$ cat config.mk
export PLATFORM = sky130hd
export DESIGN_NAME = st_bus_packer_flat
export DESIGN_NICKNAME = d
export VERILOG_FILES = /design/src/rtl/st_bus_packer_if.sv /design/src/rtl/st_bus_packer.sv /design/src/flat_wrapper.sv
export SDC_FILE = /design/constraint.sdc
export NUM_CORES = 2
export LEC_CHECK = 0
export ABC_AREA = 1
export BUFFER_PORTS_ARGS = -buffer_cell sky130_fd_sc_hd__buf_4
export CORE_ASPECT_RATIO = 1.1
export CORE_UTILIZATION = 60
export CTS_CLUSTER_SIZE = 14
export DETAILED_ROUTE_END_ITERATION = 8
export PLACE_DENSITY = 0.81
export SLEW_MARGIN = 20
export SYNTH_ARGS = -nofsm -noshare
export SYNTH_HDL_FRONTEND = slang
export SYNTH_SLANG_ARGS = --single-unit
$ cat constraint.sdc
create_clock -name clk_bus -period 5.1 [get_ports clk_bus]
set_input_delay 1.02 -clock clk_bus [delete_from_list [all_inputs] [get_ports clk_bus]]
set_output_delay 1.02 -clock clk_bus [all_outputs]
set_load 0.1 [all_outputs]
$ cat src/rtl/st_bus_packer_if.sv
// Handshake and bus signals for st_bus_packer. The stream side carries narrow
// beats in, and the bus side carries packed words out.
// slave  : the packer's view.
// master : the view of whatever drives the stream and takes the bus words.
interface st_bus_packer_if #(
    parameter int ST         = 8,
    parameter int ST_PER_BUS = 512
);
    logic [ST-1:0]         st_data;
    logic                  st_valid;
    logic                  st_sop;
    logic                  st_eop;
    logic                  st_ready;
    logic                  bus_ready;
    logic [ST_PER_BUS-1:0] bus_data;
    logic                  bus_en;
    logic                  bus_last;
    logic                  pkt_err;
    logic [15:0]           pkt_cnt;

    modport master (
        output st_data, st_valid, st_sop, st_eop, bus_ready,
        input  st_ready, bus_data, bus_en, bus_last, pkt_err, pkt_cnt
    );

    modport slave (
        input  st_data, st_valid, st_sop, st_eop, bus_ready,
        output st_ready, bus_data, bus_en, bus_last, pkt_err, pkt_cnt
    );
endinterface

$ cat src/rtl/st_bus_packer.sv
// Packs ST-bit stream beats into ST_PER_BUS-bit bus words through two
// ping-pong buffers. The fill side closes a word when the word is full or
// when the packet ends. The drain side emits one word per strobe. After the
// last word of a packet, the drain side holds the bus idle for GAP_CYCLES
// cycles.
//
// Fill FSM
//   state  | meaning
//   F_IDLE | between packets; only a beat with st_sop starts a packet
//   F_PKT  | inside a packet; beats are packed until st_eop
// Drain FSM
//   state  | meaning
//   D_OUT  | emit the read-side buffer when it is valid and bus_ready is high
//   D_GAP  | mandatory idle after a bus_last word; r_gap counts down to 0
module st_bus_packer #(
    parameter int ST         = 8,
    parameter int ST_PER_BUS = 512,
    parameter int GAP_CYCLES = 25
) (
    input  logic           clk_bus,
    input  logic           rst_n,
    st_bus_packer_if.slave bif
);
    localparam int NUM_ST_PER_BUS = ST_PER_BUS / ST;
    localparam int CW = (NUM_ST_PER_BUS > 1) ? $clog2(NUM_ST_PER_BUS) : 1;
    localparam int GW = (GAP_CYCLES > 1) ? $clog2(GAP_CYCLES) : 1;
    localparam logic [CW-1:0] LAST_LANE = CW'(NUM_ST_PER_BUS - 1);
    localparam logic [GW-1:0] GAP_LOAD  = GW'((GAP_CYCLES > 0) ? GAP_CYCLES - 1 : 0);

    typedef enum logic {F_IDLE, F_PKT} fill_t;
    typedef enum logic {D_OUT, D_GAP} drain_t;

    fill_t                 r_fill, w_fill_nxt;
    drain_t                r_drain, w_drain_nxt;
    logic [ST_PER_BUS-1:0] r_buf [2];
    logic [1:0]            r_valid;
    logic [1:0]            r_last;
    logic                  r_wr_sel;
    logic                  r_rd_sel;
    logic [CW-1:0]         r_lane;
    logic [GW-1:0]         r_gap;
    logic                  r_rst_done;
    logic [ST_PER_BUS-1:0] r_bus_data;
    logic                  r_bus_en;
    logic                  r_bus_last;
    logic                  r_pkt_err;
    logic [15:0]           r_pkt_cnt;

    logic w_st_ready;
    logic w_accept;
    logic w_write;
    logic w_close;
    logic w_err;
    logic w_emit;

    // st_ready depends only on flops. r_rst_done holds st_ready low while
    // reset is asserted, even though both buffers read as free then.
    assign w_st_ready   = r_rst_done & ~r_valid[r_wr_sel];

    assign bif.st_ready = w_st_ready;
    assign bif.bus_data = r_bus_data;
    assign bif.bus_en   = r_bus_en;
    assign bif.bus_last = r_bus_last;
    assign bif.pkt_err  = r_pkt_err;
    assign bif.pkt_cnt  = r_pkt_cnt;

    // Fill FSM decode: accept, drop or pack the beat, and flag framing errors.
    always_comb begin
        w_accept   = bif.st_valid & w_st_ready;
        w_write    = 1'b0;
        w_err      = 1'b0;
        w_fill_nxt = r_fill;
        case (r_fill)
            F_IDLE: begin
                if (w_accept) begin
                    if (bif.st_sop) begin
                        w_write = 1'b1;
                        if (!bif.st_eop) w_fill_nxt = F_PKT;
                    end else begin
                        w_err = 1'b1;
                    end
                end
            end
            F_PKT: begin
                if (w_accept) begin
                    w_write = 1'b1;
                    if (bif.st_sop) w_err = 1'b1;
                    if (bif.st_eop) w_fill_nxt = F_IDLE;
                end
            end
            default: w_fill_nxt = F_IDLE;
        endcase
        w_close = w_write & (bif.st_eop | (r_lane == LAST_LANE));
    end

    // Drain FSM decode: emit when a word is waiting; after a last word, go to GAP.
    always_comb begin
        w_drain_nxt = r_drain;
        w_emit      = 1'b0;
        case (r_drain)
            D_OUT: begin
                if (r_valid[r_rd_sel] && bif.bus_ready) begin
                    w_emit = 1'b1;
                    if (r_last[r_rd_sel] && (GAP_CYCLES > 0)) w_drain_nxt = D_GAP;
                end
            end
            D_GAP: begin
                if (r_gap == '0) w_drain_nxt = D_OUT;
            end
            default: w_drain_nxt = D_OUT;
        endcase
    end

    // State registers for both FSMs, plus the flag that enables st_ready once reset is released.
    always_ff @(posedge clk_bus or negedge rst_n) begin
        if (!rst_n) begin
            r_fill     <= F_IDLE;
            r_drain    <= D_OUT;
            r_rst_done <= 1'b0;
        end else begin
            r_fill     <= w_fill_nxt;
            r_drain    <= w_drain_nxt;
            r_rst_done <= 1'b1;
        end
    end

    // Fill datapath: write the beat into its lane and step the lane and buffer pointers.
    always_ff @(posedge clk_bus or negedge rst_n) begin
        if (!rst_n) begin
            r_buf[0]  <= '0;
            r_buf[1]  <= '0;
            r_lane    <= '0;
            r_wr_sel  <= 1'b0;
            r_pkt_err <= 1'b0;
        end else begin
            r_pkt_err <= w_err;
            if (w_write) begin
                // Lane 0 rewrites the whole word, so the unused upper lanes of a short word are zero.
                if (r_lane == '0)
                    r_buf[r_wr_sel] <= ST_PER_BUS'(bif.st_data);
                else
                    r_buf[r_wr_sel][int'(r_lane)*ST +: ST] <= bif.st_data;
            end
            if (w_close) begin
                r_lane   <= '0;
                r_wr_sel <= ~r_wr_sel;
            end else if (w_write) begin
                r_lane   <= r_lane + 1'b1;
            end
        end
    end

    // Buffer valid and last flags. Fill only sets flags on a free buffer and drain
    // only clears flags on a full one, so the two writes never hit the same index.
    always_ff @(posedge clk_bus or negedge rst_n) begin
        if (!rst_n) begin
            r_valid <= 2'b00;
            r_last  <= 2'b00;
        end else begin
            if (w_emit) r_valid[r_rd_sel] <= 1'b0;
            if (w_close) begin
                r_valid[r_wr_sel] <= 1'b1;
                r_last[r_wr_sel]  <= bif.st_eop;
            end
        end
    end

    // Drain datapath: register the bus outputs, the gap down-counter and the packet count.
    always_ff @(posedge clk_bus or negedge rst_n) begin
        if (!rst_n) begin
            r_bus_data <= '0;
            r_bus_en   <= 1'b0;
            r_bus_last <= 1'b0;
            r_rd_sel   <= 1'b0;
            r_pkt_cnt  <= 16'd0;
            r_gap      <= '0;
        end else begin
            r_bus_en   <= w_emit;
            r_bus_last <= w_emit & r_last[r_rd_sel];
            if (w_emit) begin
                r_bus_data <= r_buf[r_rd_sel];
                r_rd_sel   <= ~r_rd_sel;
                if (r_last[r_rd_sel]) r_pkt_cnt <= r_pkt_cnt + 16'd1;
            end
            if (w_emit && r_last[r_rd_sel])
                r_gap <= GAP_LOAD;
            else if ((r_drain == D_GAP) && (r_gap != '0))
                r_gap <= r_gap - 1'b1;
        end
    end
endmodule

$ cat src/flat_wrapper.sv
// flat-port wrapper written by rule: the top's interface ports become plain ports
module st_bus_packer_flat 
#(
    parameter int ST         = 8,
    parameter int ST_PER_BUS = 512,
    parameter int GAP_CYCLES = 25
)
  (clk_bus, rst_n, bif_st_data, bif_st_valid, bif_st_sop, bif_st_eop, bif_bus_ready, bif_st_ready, bif_bus_data, bif_bus_en, bif_bus_last, bif_pkt_err, bif_pkt_cnt);
  st_bus_packer_if #(.ST(ST), .ST_PER_BUS(ST_PER_BUS)) bif_i ();
  input  logic clk_bus;
  input  logic rst_n;
  input wire logic [$bits(bif_i.st_data)-1:0] bif_st_data;
  input wire logic [$bits(bif_i.st_valid)-1:0] bif_st_valid;
  input wire logic [$bits(bif_i.st_sop)-1:0] bif_st_sop;
  input wire logic [$bits(bif_i.st_eop)-1:0] bif_st_eop;
  input wire logic [$bits(bif_i.bus_ready)-1:0] bif_bus_ready;
  output wire logic [$bits(bif_i.st_ready)-1:0] bif_st_ready;
  output wire logic [$bits(bif_i.bus_data)-1:0] bif_bus_data;
  output wire logic [$bits(bif_i.bus_en)-1:0] bif_bus_en;
  output wire logic [$bits(bif_i.bus_last)-1:0] bif_bus_last;
  output wire logic [$bits(bif_i.pkt_err)-1:0] bif_pkt_err;
  output wire logic [$bits(bif_i.pkt_cnt)-1:0] bif_pkt_cnt;
  assign bif_i.st_data = bif_st_data;
  assign bif_i.st_valid = bif_st_valid;
  assign bif_i.st_sop = bif_st_sop;
  assign bif_i.st_eop = bif_st_eop;
  assign bif_i.bus_ready = bif_bus_ready;
  assign bif_st_ready = bif_i.st_ready;
  assign bif_bus_data = bif_i.bus_data;
  assign bif_bus_en = bif_i.bus_en;
  assign bif_bus_last = bif_i.bus_last;
  assign bif_pkt_err = bif_i.pkt_err;
  assign bif_pkt_cnt = bif_i.pkt_cnt;
  st_bus_packer #(.ST(ST), .ST_PER_BUS(ST_PER_BUS), .GAP_CYCLES(GAP_CYCLES)) u_core (.clk_bus(clk_bus), .rst_n(rst_n), .bif(bif_i));
endmodule
# Yosys cells after proc, flatten, opt, wreduce, memory -nomap -nowiden
# Cells that the tools add are included.
[word_totals] out_inout_bits=532 reg_bits=1575 elab_cells=102 input_bits=14
[op_classes] eq_ne=1 muxes=45 addsub=4 bitwise=15 order_cmp=7 shifts=2 n_reduce_logical=12
[ops] op="$mux 512" n=5
[ops] op="$bwmux 1024" n=2
[ops] op="$demux 512 s1" n=2
[ops] op="$mux 1024" n=1
[ops] op="$shift 8x33->512 const A" n=1
[ops] op="$shiftx 8x33->512" n=1
[ops] op="$neg 9->33" n=1
[ops] op="$mux 1" n=22
[ops] op="$add 16x1->16 const B" n=1
[ops] op="$mux 6" n=2
[ops] op="$mux 5" n=2
[ops] op="$pmux 1 s2" n=4
[ops] op="$add 6x1->6 const B" n=1
[ops] op="$eq 6x6->1 const B" n=1
[ops] op="$logic_and 1x1->1" n=6
[ops] op="$logic_not 6->1" n=1
[ops] op="$logic_not 5->1" n=1
[ops] op="$not 1->1" n=5
[ops] op="$reduce_bool 5->1" n=1
[ops] op="$sub 5x1->5 const B" n=1
[ops] op="$and 1x1->1" n=4
[ops] op="$ge 2x2->1 const B" n=2
[ops] op="$lt 1x2->1 const B" n=2
[ops] op="$mux 2" n=2
[ops] op="11 further kinds" n=15

# Logic depth before layout (Yosys ltp)
[depth] depth_word=9 ltp_mapped=17 depth_no_buf=14

# Least setup slack after synthesis
# Ideal clock, no wire load.
[synth_timing] kind="reg2reg" startpoint="reg u_core.r_wr_sel" endpoint="reg u_core.r_buf[350] (netlist name)" t_arrival_ns=2.786 required_time_ns=4.968 setup_ns=0.132 path_slack_ns=2.182 path_stages_with_launch=13 synth_period_minus_slack_ns=2.918 path_buffers=3 path_cell_list="dfrtp_1 -> buf_2 -> inv_2 -> a21oi_2 -> nand2_1 -> inv_2 -> nand2_2 -> nor2_2 -> buf_2 -> nand2_1 -> clkbuf_1 -> nand2_1 -> o21ai_1"
[synth_via] elab_chain_len=7 elab_cells_between_ends=19 classes_between="order compare: 2; mux: 12; bitwise: 4; reduce/logical: 1"
[synth_lines] item="start: declaration" line_no="st_bus_packer.sv:38" source="logic r_wr_sel;"
[synth_lines] item="start signal: assignment" line_no="st_bus_packer.sv:146" source="r_wr_sel <= ~r_wr_sel;"
[synth_lines] item="$mux 1 (implied by the code) * (2 in a row)" line_no="st_bus_packer.sv:58" source="assign w_st_ready = r_rst_done & ~r_valid[r_wr_sel];"
[synth_lines] item="$not 1->1 *" line_no="st_bus_packer.sv:58"
[synth_lines] item="$and 1x1->1 *" line_no="st_bus_packer.sv:58"
[synth_lines] item="named net bif_st_ready" line_no="flat_wrapper.sv:17" source="output wire logic [$bits(bif_i.st_ready)-1:0] bif_st_ready;"
[synth_lines] item="$and 1x1->1 *" line_no="st_bus_packer.sv:69" source="w_accept = bif.st_valid & w_st_ready;"
[synth_lines] item="$mux 1 (on tied branches)" line_no="st_bus_packer.sv:85, st_bus_packer.sv:75"
[synth_lines] item="$pmux 1 s2 *" line_no="st_bus_packer.sv:73" source="case (r_fill)"
[synth_lines] item="end signal: indexed assignment" line_no="st_bus_packer.sv:140" source="r_buf[r_wr_sel] <= ST_PER_BUS'(bif.st_data);"
[synth_lines] item="end signal: indexed assignment" line_no="st_bus_packer.sv:142" source="r_buf[r_wr_sel][int'(r_lane)*ST +: ST] <= bif.st_data;"
[synth_lines] item="end: declaration" line_no="st_bus_packer.sv:35" source="logic [ST_PER_BUS-1:0] r_buf [2];"
# The timed path passes the listed nets; every way through them passes the cells marked *. The select of a mux whose other input is x is not followed.
# A chain may end at the register's enable or synchronous reset.

# Worst setup path after layout
[layout_timing] startpoint="reg u_core.r_lane[0]" endpoint="reg u_core.r_buf[565] (netlist name)"
[layout_via] elab_chain_len=6 elab_cells_between_ends=8 classes_between="add/sub: 1; shift: 2; mux: 4; reduce/logical: 1"
[layout_lines] item="start: declaration" line_no="st_bus_packer.sv:40" source="logic [CW-1:0] r_lane;"
[layout_lines] item="start signal: assignment" line_no="st_bus_packer.sv:148" source="r_lane <= r_lane + 1'b1;"
[layout_lines] item="$neg 9->33" line_no="st_bus_packer.sv:142"
[layout_lines] item="$shift 8x33->512" line_no="st_bus_packer.sv:142"
[layout_lines] item="$mux 512 (implied by the code)" line_no="st_bus_packer.sv:142"
[layout_lines] item="$demux 512 s1" line_no="st_bus_packer.sv:142"
[layout_lines] item="$bwmux 1024" line_no="st_bus_packer.sv:142"
[layout_lines] item="$mux 1024 *" line_no="st_bus_packer.sv:139" source="if (r_lane == '0)"
# Every way passes the cells marked *; elsewhere a longest branch is shown, timed or not.

==> run summary <==
The flow ran to the end, and the final reports show no timing, DRC or antenna violations. The post-synthesis register bit count came out at 1,575. The logs give 12,900 uW for the switching power and 0 for the final count of pins violating max slew.

The logs give 128 for the number of core rows and 4.87 ns for the worst endpoint data arrival time. The setup path with the least slack is of type flop to flop. For this run, the slowest stage of the critical path takes 1.02 ns.

The run gives 0.705 as the final design utilization. Post-CTS repair changed the size of 0 cells. The quantity of hold-fixing buffers added after cts was 0; the post-synthesis instance area was 0.0676 sq mm. Setup repair after global routing left no endpoint under its margin.

The die is 322 um wide. The tools report the maximum number of buffers from clock root to sink as 3. Global routing finished with a remaining overflow of 0. Max-cap violations in this run came to 0. The number of cells produced by synthesis came out at 8,235. The power share of the clock group is 0.350, and the latest clock arrival within the worst-skew pair is 0.78 ns. The global-route usage over all layers came out at 0.408. The critical path's slowest cell is nor2_1. The area of the core region was 0.111 sq mm; the post-CTS setup-driven buffer insertion count was 0.

Data on the critical path is required at its endpoint by 5.82 ns. Timing would allow up to 0.241 GHz. For this design the static power due to leakage is 0.0374 uW. Top cell family by delay on the critical path: simple AND/OR/NAND/NOR gates. Dividing the detail-routed via count by the number of cells gives 6.06. For the detailed placement HPWL, the log shows 154,000 um.

The fraction of the cycle the final worst path needs came out at 0.814. For this run, the detailed router's first-pass iteration total came to 9. The post-synthesis net count was 8,255. The final route contains 62,136 vias.

The run gives 9 as the initial antenna violation count. For this design the ratio of total power to cell area is 430 mW/mm^2. The switching share of power was 0.384.

STA classifies the critical path endpoint as a flop. Area overhead of the layout relative to synthesis: 15.9%. The first global-routing pass estimated 353,000 um of wire. Clock tree synthesis inserted a total of 155 buffers.

Weighted congestion reported at the end of routability-driven placement: 1.05. Entering global routing, the biggest net connects 231 pins. The fraction of power consumed by combinational cells was 0.263; the net count reported at finish was 8,652. The share of total power in sequential cells was 0.387. For the yosys synthesis warning count, the log shows 0. The detailed-route wire length is 233,000 um, and the number of distinct library cells after synthesis is 34.

Along the worst path, the maximum fanout reaches 31. Pin placement for this block handled 546 I/O pins. The tools report the clock root buffer master as clkbuf_16.

The logs give 0.0783 sq mm for the final design instance area without fill and 0 ns for the setup TNS. The tools report the relative max-transition margin as 0.108. The tree built by TritonCTS fans out to 1,575 sinks.

For the worst vdd rail ir drop, the log shows 905 uV. The internal power of the cells totals 20,700 uW. The final number of hold-violating endpoints is 0, and the maximum clock skew at final layout is 0.0246 ns. Buffers placed on the I/O ports in this run total 545.

Together, buffers and inverters on the worst path number 3. In this run the remaining antenna-violating nets after routing total 0. The logs give 4 for the level count of the clock H-tree and 0.0730 sq mm for the post-place instance area. The remaining design rule violation count came out at 0. The CTS clock-pin slew for the worst setup and hold paths is 0.07 ns, and the initial DRC count is 8,933. The logs give 0.583 for the sequential cell area fraction in the yosys report and 58,723 for the number of global-route vias before repair. The total design power was 33,700 uW.

The routed wire length per instance was 22.7 um. The worst setup path is launched from a flop. Setup violations remaining at the end of the flow were counted as 0. Traced cell by cell, the critical path runs through inv_2 > ha_1 > or2_1 > nand2_2 > inv_2 > buf_4 > nor2_1 > nand3_1 > nor2_1 > nand2_1 > nand2_1. The worst hold path belongs to the class input pin to asynchronous set/reset pin. The tools report the final-layout worst hold slack as 0.185 ns.

The fraction of final layout cells with drive strength greater than 1 is 0.113, and the overall die area is 0.114 sq mm. The post-synthesis area per instance works out to 8.21 sq um. Pin slew with the least headroom to its limit: 1.33 ns. Clock period minus final worst setup slack: 4.15 ns. The effective utilization at floorplan was 0.608.

TritonCTS built the clock tree. From bottom edge to top edge, the die measures 354 um.
==> final cells by class <==
type	count	area, sq um
Sequential cell	1575	39400
Fill cell	8684	32800
Multi-Input combinational cell	6164	26300
Timing Repair Buffer	656	5190
Clock buffer	243	4850
Tap cell	1495	1870
Clock inverter	40	399
Inverter	80	307
Antenna cell	4	10.0
==> state kept, by name (all words and copies together), names as in the netlist <==
name and cells:
u_core.r_valid 2, u_core.bif.pkt_cnt 16, u_core.r_drain 1, u_core.r_last 2, u_core.r_buf 1024, u_core.bif.pkt_err 1, u_core.r_fill 1, u_core.bif.bus_en 1
u_core.r_gap 5, u_core.r_wr_sel 1, u_core.bif.bus_data 512, u_core.r_rst_done 1, u_core.bif.bus_last 1, u_core.r_lane 6, u_core.r_rd_sel 1
==> metrics by stage <==
step	setup slack [ns]	instances
floorplan	2.18	8235
global placement	1.35	9969
detailed placement	1.35	9969
CTS	1.29	10252
global route	0.901	10253
finish	0.951	10257
==> Yosys cell counts (all sizes together) <==
library cell,instances,area (sq um)
nand2,3451,13000
dfrtp,1575,39400
nand3,1189,5960
o21ai,798,3990
nor2,595,2270
clkbuf,324,1220
buf,92,440
inv,79,297
a21oi,37,287
nor3,31,214
nand4,19,131
xor2,16,140
nor4,11,68.8
ha,6,75.1
xnor2,5,43.8
a31oi,2,12.5
or2,2,12.5
clkinv,1,3.75
conb,1,3.75
o22ai,1,6.26
==> power groups by stage <==
| stage | Combinational (uW) | Sequential (uW) | Clock (uW) |
|---|---|---|---|
| after floorplan | 4970 | 13500 | 0 |
| after global placement | 8310 | 13200 | 0 |
| after detailed placement | 8380 | 13200 | 0 |
| after CTS | 8420 | 13000 | 11800 |
| after global routing | 9090 | 13000 | 12300 |
| final | 8850 | 13000 | 11800 |
==> cells in the final DEF (no fill, tap or decap), types with 15 or more instances in the layout <==
cell type     n
xor2_1       15
buf_4       636
nor2_2       17
a21oi_2      27
nor2_1      575
clkbuf_1     31
clkinv_2     25
clkbuf_16   161
buf_12       18
nand4_1      17
inv_1        71
o21ai_1     257
nand3_1    1187
o21ai_0     540
dfrtp_1    1573
nand2_1    3443
clkbuf_8     51
nor3_1       23
==> per-layer routing <==
| layer | vias up | global-route usage | part of all wire |
|---|---|---|---|
| li1 | 27486 | - | - |
| met3 | 737 | 0.130 | 0.13 |
| met4 | 12 | 0.254 | 0.072 |
| met2 | 3869 | 0.570 | 0.42 |
| met1 | 30032 | 0.555 | 0.38 |
| met5 | - | 0 | 0.00024 |
==> logic make-up after synthesis <==
kind of cell	Yosys count	share of synthesized area
xor+xnor	21	0.00272
fa+ha+maj	6	0.00111
compound gates	838	0.0636
flops	1575	0.583
buf+inv	496	0.0290
simple gates	5298	0.320
other cells	1	0.0000555
==> final timing paths <==
| check | start | end | slack [ns] | depth (start not counted) |
|---|---|---|---|---|
| min reg2reg | u_core.r_buf[591]$_DFFE_PN0P_ | u_core.bif.bus_data[79]$_DFFE_PN0P_ | 0.47 | 2 |
| min | rst_n | u_core.bif.bus_data[476]$_DFFE_PN0P_ | 0.18 | 1 |
| max reg2reg | u_core.r_lane[0]$_DFFE_PN0P_ | u_core.r_buf[565]$_DFFE_PN0P_ | 0.95 | 11 |
| max in group asynchronous | rst_n | u_core.bif.bus_data[408]$_DFFE_PN0P_ | 3.37 | 2 |
| max | u_core.r_lane[0]$_DFFE_PN0P_ | u_core.r_buf[565]$_DFFE_PN0P_ | 0.95 | 11 |
| min in group clk_bus | u_core.r_buf[591]$_DFFE_PN0P_ | u_core.bif.bus_data[79]$_DFFE_PN0P_ | 0.47 | 2 |
Power figures use the tool's default switching activity.
